**config.mk**
```make
export PLATFORM = sky130hd
export DESIGN_NAME = alu_exec_unit
export DESIGN_NICKNAME = d
export VERILOG_FILES = /design/src/rtl/alu_pkg.sv /design/src/rtl/div_iter.sv /design/src/rtl/alu_exec_unit.sv
export SDC_FILE = /design/constraint.sdc
export NUM_CORES = 1
export LEC_CHECK = 0
export ABC_AREA = 1
export CAP_MARGIN = 0
export CORE_ASPECT_RATIO = 1.2
export CORE_MARGIN = 8
export CORE_UTILIZATION = 56
export CTS_BUF_LIST = sky130_fd_sc_hd__clkbuf_16
export CTS_CLUSTER_SIZE = 20
export DETAILED_ROUTE_END_ITERATION = 7
export GPL_ROUTABILITY_DRIVEN = 0
export PLACE_DENSITY = 0.74
export SETUP_SLACK_MARGIN = 0.3
export SYNTH_ARGS = -nofsm -noshare
export SYNTH_HDL_FRONTEND = slang
export SYNTH_SLANG_ARGS = --single-unit
```
**constraint.sdc**
```tcl
create_clock -name clk -period 9.2 [get_ports clk]
set_clock_uncertainty 0.2 [all_clocks]
set_input_delay 1.38 -clock clk [delete_from_list [all_inputs] [get_ports clk]]
set_output_delay 1.38 -clock clk [all_outputs]
set_load 0.005 [all_outputs]
```
**src/rtl/alu_pkg.sv**
```systemverilog
// Shared opcode/funct7 constants, ALU-op and FSM enums, and the instruction decoder
// used by alu_exec_unit and its divider.
package alu_pkg;

    localparam logic [6:0] OPC_OP     = 7'b0110011;
    localparam logic [6:0] OPC_OP_IMM = 7'b0010011;
    localparam logic [6:0] F7_BASE    = 7'b0000000;
    localparam logic [6:0] F7_ALT     = 7'b0100000;
    localparam logic [6:0] F7_MULDIV  = 7'b0000001;

    typedef enum logic [1:0] {IDLE, EXEC, DIV, DONE} state_e;

    typedef enum logic [4:0] {
        ALU_ADD, ALU_SUB, ALU_SLL, ALU_SLT, ALU_SLTU, ALU_XOR, ALU_SRL, ALU_SRA,
        ALU_OR, ALU_AND, ALU_MUL, ALU_MULH, ALU_MULHSU, ALU_MULHU,
        ALU_DIV, ALU_DIVU, ALU_REM, ALU_REMU, ALU_ILLEGAL
    } alu_op_e;

    typedef struct packed {
        logic [6:0] opcode;
        logic [2:0] funct3;
        logic [6:0] funct7;
    } insn_t;

    // m_en gates the funct7=0000001 group; when clear those encodings are illegal.
    function automatic alu_op_e decode_op(input logic [6:0] opcode, input logic [2:0] f3,
                                          input logic [6:0] f7, input logic m_en);
        alu_op_e op;
        op = ALU_ILLEGAL;
        if (opcode == OPC_OP_IMM) begin
            case (f3)
                3'b000:  op = ALU_ADD;
                3'b001:  op = (f7 == F7_BASE) ? ALU_SLL : ALU_ILLEGAL;
                3'b010:  op = ALU_SLT;
                3'b011:  op = ALU_SLTU;
                3'b100:  op = ALU_XOR;
                3'b101:  op = (f7 == F7_BASE) ? ALU_SRL : ((f7 == F7_ALT) ? ALU_SRA : ALU_ILLEGAL);
                3'b110:  op = ALU_OR;
                default: op = ALU_AND;
            endcase
        end else if (opcode == OPC_OP) begin
            if (f7 == F7_BASE) begin
                case (f3)
                    3'b000:  op = ALU_ADD;
                    3'b001:  op = ALU_SLL;
                    3'b010:  op = ALU_SLT;
                    3'b011:  op = ALU_SLTU;
                    3'b100:  op = ALU_XOR;
                    3'b101:  op = ALU_SRL;
                    3'b110:  op = ALU_OR;
                    default: op = ALU_AND;
                endcase
            end else if (f7 == F7_ALT) begin
                if (f3 == 3'b000)      op = ALU_SUB;
                else if (f3 == 3'b101) op = ALU_SRA;
            end else if (f7 == F7_MULDIV && m_en) begin
                case (f3)
                    3'b000:  op = ALU_MUL;
                    3'b001:  op = ALU_MULH;
                    3'b010:  op = ALU_MULHSU;
                    3'b011:  op = ALU_MULHU;
                    3'b100:  op = ALU_DIV;
                    3'b101:  op = ALU_DIVU;
                    3'b110:  op = ALU_REM;
                    default: op = ALU_REMU;
                endcase
            end
        end
        return op;
    endfunction

    function automatic logic is_div_op(input alu_op_e op);
        return (op == ALU_DIV) || (op == ALU_DIVU) || (op == ALU_REM) || (op == ALU_REMU);
    endfunction

endpackage

```
**src/rtl/div_iter.sv**
```systemverilog
// div_iter: iterative restoring divider resolving BITS_PER_CYCLE quotient bits per cycle.
// Divides magnitudes and fixes signs afterwards; divide-by-zero yields all-ones / dividend.
module div_iter
    import alu_pkg::*;
#(
    parameter int XLEN           = 32,
    parameter int BITS_PER_CYCLE = 1
) (
    input  logic            clk,
    input  logic            reset,
    input  logic            start,
    input  logic            is_signed,
    input  logic [XLEN-1:0] dividend,
    input  logic [XLEN-1:0] divisor,
    output logic            busy,
    output logic            done,
    output logic [XLEN-1:0] quotient,
    output logic [XLEN-1:0] remainder
);
    localparam int STEPS = XLEN / BITS_PER_CYCLE;
    localparam int CW    = $clog2(STEPS);
    localparam logic [CW-1:0] LAST = CW'(STEPS - 1);

    logic            busy_q, busy_d;
    logic [CW-1:0]   cnt_q, cnt_d;
    logic [XLEN-1:0] rem_q, rem_d, quo_q, quo_d, dvs_q, dvs_d, a_q, a_d;
    logic            qneg_q, qneg_d, rneg_q, rneg_d, dz_q, dz_d;

    logic [XLEN-1:0] rem_s, quo_s, abs_a, abs_b;
    logic [XLEN:0]   rem_sh, diff;

    assign abs_a = (is_signed & dividend[XLEN-1]) ? -dividend : dividend;
    assign abs_b = (is_signed & divisor[XLEN-1])  ? -divisor  : divisor;

    // One restoring step per quotient bit; the quotient register doubles as the dividend shifter.
    always_comb begin
        rem_s  = rem_q;
        quo_s  = quo_q;
        rem_sh = '0;
        diff   = '0;
        for (int i = 0; i < BITS_PER_CYCLE; i++) begin
            rem_sh = {rem_s, quo_s[XLEN-1]};
            diff   = rem_sh - {1'b0, dvs_q};
            quo_s  = {quo_s[XLEN-2:0], ~diff[XLEN]};
            rem_s  = diff[XLEN] ? rem_sh[XLEN-1:0] : diff[XLEN-1:0];
        end
    end

    always_comb begin
        busy_d = busy_q;
        cnt_d  = cnt_q;
        rem_d  = rem_q;
        quo_d  = quo_q;
        dvs_d  = dvs_q;
        a_d    = a_q;
        qneg_d = qneg_q;
        rneg_d = rneg_q;
        dz_d   = dz_q;
        if (start) begin
            busy_d = 1'b1;
            cnt_d  = '0;
            rem_d  = '0;
            quo_d  = abs_a;
            dvs_d  = abs_b;
            a_d    = dividend;
            qneg_d = is_signed & (dividend[XLEN-1] ^ divisor[XLEN-1]);
            rneg_d = is_signed & dividend[XLEN-1];
            dz_d   = (divisor == '0);
        end else if (busy_q) begin
            rem_d  = rem_s;
            quo_d  = quo_s;
            cnt_d  = cnt_q + CW'(1);
            busy_d = (cnt_q != LAST);
        end
    end

    always_ff @(posedge clk) begin
        if (reset) begin
            busy_q <= 1'b0;
            cnt_q  <= '0;
            rem_q  <= '0;
            quo_q  <= '0;
            dvs_q  <= '0;
            a_q    <= '0;
            qneg_q <= 1'b0;
            rneg_q <= 1'b0;
            dz_q   <= 1'b0;
        end else begin
            busy_q <= busy_d;
            cnt_q  <= cnt_d;
            rem_q  <= rem_d;
            quo_q  <= quo_d;
            dvs_q  <= dvs_d;
            a_q    <= a_d;
            qneg_q <= qneg_d;
            rneg_q <= rneg_d;
            dz_q   <= dz_d;
        end
    end

    // Results are taken from the final step combinationally so the caller can leave DIV on done.
    assign busy      = busy_q;
    assign done      = busy_q && (cnt_q == LAST);
    assign quotient  = dz_q ? '1  : (qneg_q ? -quo_s : quo_s);
    assign remainder = dz_q ? a_q : (rneg_q ? -rem_s : rem_s);

endmodule

```
**src/rtl/alu_exec_unit.sv**
```systemverilog
// alu_exec_unit: RV32I/RV64I integer ALU behind a valid/ready request/response handshake.
// Define RV_M_EXT_EN to add multiply (resolved in EXEC) and the iterative divider (DIV state).
module alu_exec_unit
    import alu_pkg::*;
#(
    parameter int XLEN               = 32,
    parameter int DIV_BITS_PER_CYCLE = 1
) (
    input  logic            clk,
    input  logic            reset,
    input  logic            in_valid,
    output logic            in_ready,
    input  logic [6:0]      opcode,
    input  logic [2:0]      funct3,
    input  logic [6:0]      funct7,
    input  logic [XLEN-1:0] src_a,
    input  logic [XLEN-1:0] src_b,
    output logic            out_valid,
    input  logic            out_ready,
    output logic [XLEN-1:0] result,
    output logic            zero,
    output logic            illegal
);
    localparam int SHW = $clog2(XLEN);
`ifdef RV_M_EXT_EN
    localparam logic M_EN = 1'b1;
`else
    localparam logic M_EN = 1'b0;
`endif

    if ((XLEN != 32 && XLEN != 64) || (DIV_BITS_PER_CYCLE != 1 && DIV_BITS_PER_CYCLE != 2)) begin : g_bad_cfg
        $error("alu_exec_unit: unsupported XLEN / DIV_BITS_PER_CYCLE");
    end

    state_e          state_q, state_d;
    insn_t           insn_q, insn_d;
    logic [XLEN-1:0] a_q, a_d, b_q, b_d, result_q, result_d;
    logic            zero_q, zero_d, illegal_q, illegal_d;

    alu_op_e         op;
    logic [SHW-1:0]  shamt;
    logic [XLEN-1:0] alu_res;
    logic            exec_div;

    assign op    = decode_op(insn_q.opcode, insn_q.funct3, insn_q.funct7, M_EN);
    assign shamt = b_q[SHW-1:0];

`ifdef RV_M_EXT_EN
    logic                mul_a_sgn, mul_b_sgn;
    logic [2*XLEN-1:0]   mul_prod;
    logic                div_start, div_busy, div_done;
    logic [XLEN-1:0]     div_quo, div_rem, div_res;

    // Sign-extending to 2*XLEN makes one unsigned multiplier cover mulh/mulhsu/mulhu.
    assign mul_a_sgn = ((op == ALU_MULH) || (op == ALU_MULHSU)) & a_q[XLEN-1];
    assign mul_b_sgn = (op == ALU_MULH) & b_q[XLEN-1];
    assign mul_prod  = {{XLEN{mul_a_sgn}}, a_q} * {{XLEN{mul_b_sgn}}, b_q};

    assign exec_div  = is_div_op(op);
    assign div_start = (state_q == EXEC) && exec_div;
    assign div_res   = insn_q.funct3[1] ? div_rem : div_quo;

    div_iter #(
        .XLEN           (XLEN),
        .BITS_PER_CYCLE (DIV_BITS_PER_CYCLE)
    ) u_div (
        .clk       (clk),
        .reset     (reset),
        .start     (div_start),
        .is_signed (~insn_q.funct3[0]),
        .dividend  (a_q),
        .divisor   (b_q),
        .busy      (div_busy),
        .done      (div_done),
        .quotient  (div_quo),
        .remainder (div_rem)
    );
`else
    assign exec_div = 1'b0;
`endif

    always_comb begin
        alu_res = '0;
        case (op)
            ALU_ADD:    alu_res = a_q + b_q;
            ALU_SUB:    alu_res = a_q - b_q;
            ALU_SLL:    alu_res = a_q << shamt;
            ALU_SLT:    alu_res = {{(XLEN-1){1'b0}}, $signed(a_q) < $signed(b_q)};
            ALU_SLTU:   alu_res = {{(XLEN-1){1'b0}}, a_q < b_q};
            ALU_XOR:    alu_res = a_q ^ b_q;
            ALU_SRL:    alu_res = a_q >> shamt;
            ALU_SRA:    alu_res = $unsigned($signed(a_q) >>> shamt);
            ALU_OR:     alu_res = a_q | b_q;
            ALU_AND:    alu_res = a_q & b_q;
`ifdef RV_M_EXT_EN
            ALU_MUL:    alu_res = mul_prod[XLEN-1:0];
            ALU_MULH,
            ALU_MULHSU,
            ALU_MULHU:  alu_res = mul_prod[2*XLEN-1:XLEN];
`endif
            default:    alu_res = '0;
        endcase
    end

    always_comb begin
        state_d   = state_q;
        insn_d    = insn_q;
        a_d       = a_q;
        b_d       = b_q;
        result_d  = result_q;
        zero_d    = zero_q;
        illegal_d = illegal_q;
        case (state_q)
            IDLE: begin
                if (in_valid) begin
                    insn_d  = '{opcode: opcode, funct3: funct3, funct7: funct7};
                    a_d     = src_a;
                    b_d     = src_b;
                    state_d = EXEC;
                end
            end
            EXEC: begin
                if (exec_div) begin
                    state_d = DIV;
                end else begin
                    result_d  = alu_res;
                    zero_d    = (alu_res == '0);
                    illegal_d = (op == ALU_ILLEGAL);
                    state_d   = DONE;
                end
            end
`ifdef RV_M_EXT_EN
            DIV: begin
                if (div_busy && div_done) begin
                    result_d  = div_res;
                    zero_d    = (div_res == '0);
                    illegal_d = 1'b0;
                    state_d   = DONE;
                end
            end
`endif
            DONE: begin
                if (out_ready) state_d = IDLE;
            end
            default: state_d = IDLE;
        endcase
    end

    always_ff @(posedge clk) begin
        if (reset) begin
            state_q   <= IDLE;
            insn_q    <= '0;
            a_q       <= '0;
            b_q       <= '0;
            result_q  <= '0;
            zero_q    <= 1'b0;
            illegal_q <= 1'b0;
        end else begin
            state_q   <= state_d;
            insn_q    <= insn_d;
            a_q       <= a_d;
            b_q       <= b_d;
            result_q  <= result_d;
            zero_q    <= zero_d;
            illegal_q <= illegal_d;
        end
    end

    // Handshake outputs are masked during the reset cycle itself, whatever the state was.
    assign in_ready  = (state_q == IDLE) && !reset;
    assign out_valid = (state_q == DONE) && !reset;
    assign result    = result_q;
    assign zero      = zero_q;
    assign illegal   = illegal_q;

endmodule

```
==> impl_metrics.tcl <==
set metrics [dict create \
    detail_route.vias_per_cell 6.25 \
    worstPathRequired_ns 7.62 \
    min_path_type "reg2reg" \
    timing_max_transition_violations_final 0 \
    timing_hold_violations_final 0 \
    port_buffers 120 \
    setup.worst_path.start_class "input port" \
    cap_violations 0 \
    clkSinkCount 117 \
    seq_area_frac_synth_pct 15.4 \
    flow.area_growth_from_synthesis_pct 11.3 \
    fin_setup_tns_ns 0 \
    timing.critical_path.arrival_ns 2.99 \
    ctsResizeCount 0 \
    setup.worst_path.class "in2out" \
    die_area_um2 32800 \
    min_period_ns 4.57 \
    max_clock_freq_ghz 0.219 \
    vdd_ir_drop_max_v 0.000118 \
    drtAntennaViolNets 0 \
    fp.dieW_um 167 \
    final_design_area_no_fill_um2 17000 \
    post-synth-top-area-cell "nand2_1" \
    final.fill_count 2714 \
    timing.critical_path.to_type "primary output" \
    setup-violations-final 0 \
    route.vias.total 20100 \
    timing.hold.worst_path_depth 2 \
    yosys.cell_types.count 45 \
    synth_area_um2 15200 \
    worst-r2r-cell-count 22 \
    grt_first_pass_wirelength_mm 101 \
    final_core_util_pct 63.0 \
    ioPinCount 121 \
    postSynthNetCount 3046 \
    crit_path_max_fanout 18 \
    drive_above_1_share_pct 3.89 \
    grt_remaining_overflow 0 \
    postPlaceCellArea_um2 16300 \
    cell_count_after_synthesis 2862 \
    htree_num_levels 4 \
    diodes 0 \
    tightestPinTransition_ns 1.11 \
    synth_top_area_share_pct 20.3 \
    final.period_utilization_pct 49.6 \
    clock_latency_on_the_worst_skew_pair_ns 0.45 \
    chipHeight_um 197 \
    tritoncts "built" \
    clk_pin_slew_ns 0.07 \
    drt_drc_violations_left 1 \
    start_util_pct 56.6 \
    post_cts_buffers 0 \
    detailed_place_hpwl_mm 50.9 \
    violations "design-rule violations" \
    final_net_count 3053 \
    num_cts_buffers 17 \
    drt_iter0_drc 3496 \
    detailed_router_iteration_count_before_antenna_repair 8 \
    grt_max_degree 101 \
    cts.root.buffer_cell "clkbuf_16" \
    avgRoutedWirePerCell_um 20.8 \
    via_count_of_the_first_global_routing_pass 18100 \
    rows 66 \
    synth_area_per_cell_um2 5.32 \
    post_synth_main_area_contributors "nand2_1 20%, nand3_1 16%, dfxtp_1 15%" \
    run_status "finished with violations" \
    grt.total_usage_pct 39.3 \
    floorplan.core_area_um2 26900 \
    cts_hold_buffers 0 \
    static-leakage-power_nw 8.62 \
    max_slew_margin_pct 26.2 \
    rsz0062_at_grt "no" \
    initial_antenna_violation_count 0 \
    totalWireLength_mm 67.0 \
    synth_seq_cells 117 \
    power_per_cell_area_nw_per_um2 157 \
    number_of_buffers_on_the_longest_clock_path 2 \
    synth.yosys.warnings 0 \
]
## kinds of logic (layout without fill, tap and decap cells)
| logic type | count (synthesis) | after routing | synth area share [%] |
|---|---|---|---|
| fa+ha+maj | 99 | 99 | 8.23 |
| simple gates | 1813 | 1813 | 51.4 |
| xor+xnor | 12 | 12 | 0.690 |
| compound gates | 358 | 358 | 12.3 |
| flops | 117 | 117 | 15.4 |
| buf+inv | 463 | 483 | 12.0 |
## placed cells by master (no fill, tap or decap), types with 7 or more instances in the layout
master,Yosys,routed
ha_1,97,97
nand4_1,42,42
o21ai_0,172,172
o211ai_1,7,7
nand2_2,13,13
o21bai_1,12,12
xor2_1,10,10
inv_6,0,8
nor3_1,15,15
nand3_1,494,494
inv_1,301,298
inv_2,15,18
nor2_2,11,11
nor2_1,368,368
dfxtp_1,117,113
clkbuf_16,0,17
buf_4,6,14
nand3b_1,20,20
a21oi_1,145,145
nand2_1,824,823
clkdlybuf4s50_1,0,120
o21ai_1,8,8
## synthesized netlist by cell type, drive strengths merged
cell and instances:
a31o 1, xnor2 2, nor3 17, a31oi 2, o21bai 12, o211ai 7
dfxtp 117, clkinv 1, and2 4, nor2 384, nand4 42, a21o 1
nor3b 1, ha 97, a21oi 146, nor4 2, nand3b 20, clkbuf 74
or2 6, nand2 838, buf 72, o21a 2, a21boi 1, fa 2
o21ai 180, o22ai 6, xor2 10, nand3 499, inv 316
## path summary, 6_finish.rpt
path / from / to / slack [ns]
worst max-delay path: reset / out_valid / 4.63
worst min register to register: insn_q[16] / insn_q[16] / 0.27
worst max register to register: b_q[4] / zero / 4.83
worst min-delay path: insn_q[16] / insn_q[16] / 0.27
## worst max-delay path, cell delays in order
cell	delay [ns]
clkdlybuf4s50_1	0.77
inv_2	0.17
nand2_1	0.08
nor2_1	0.09
clkdlybuf4s50_1	0.50
## sequential cells by signal (all words and copies together) (netlist names)
name,flops
state_q,2
insn_q,17
illegal,1
result,32
b_q,32
a_q,32
zero,1
## per-layer routing
layer	GRT usage, %	wire length [um]	vias to the layer above	part of all wire [%]
li1	-	-	9248	-
met1	48.2	24500	8937	37
met2	59.8	28000	1552	42
met3	10.5	9210	386	14
met4	26.3	5320	0	7.9
met5	0	0	-	0
## where the power goes
group	internal [mW]	switching (mW)	leakage, nW
logic	0.388	0.897	7.35
clock network	0.439	0.322	0.306
registers	0.559	0.0651	0.968
## stage by stage
step / hold slack [ns] / power (mW) / setup WS, ns / std cells
global placement: 0.249 / 1.83 / 4.65 / 3190
finish: 0.265 / 2.67 / 4.63 / 3222
global route: 0.282 / 2.79 / 4.53 / 3222
floorplan: 0.234 / 1.45 / 5.55 / 2862
detailed placement: 0.262 / 1.84 / 4.66 / 3190
CTS: 0.271 / 2.60 / 4.66 / 3222
## layout make-up
cell class                 count  area, um^2  share of cell area, %
clock buffer                  17         425                   2.51
tap                          340         425                   2.51
multi-input combinational   2282       11100                   65.2
inverter                     317        1190                   7.02
clock inverter                15         201                   1.19
timing repair buffer         134        1310                   7.70
sequential                   117        2350                   13.8
Note: power is estimated with default switching activity, not from simulation.
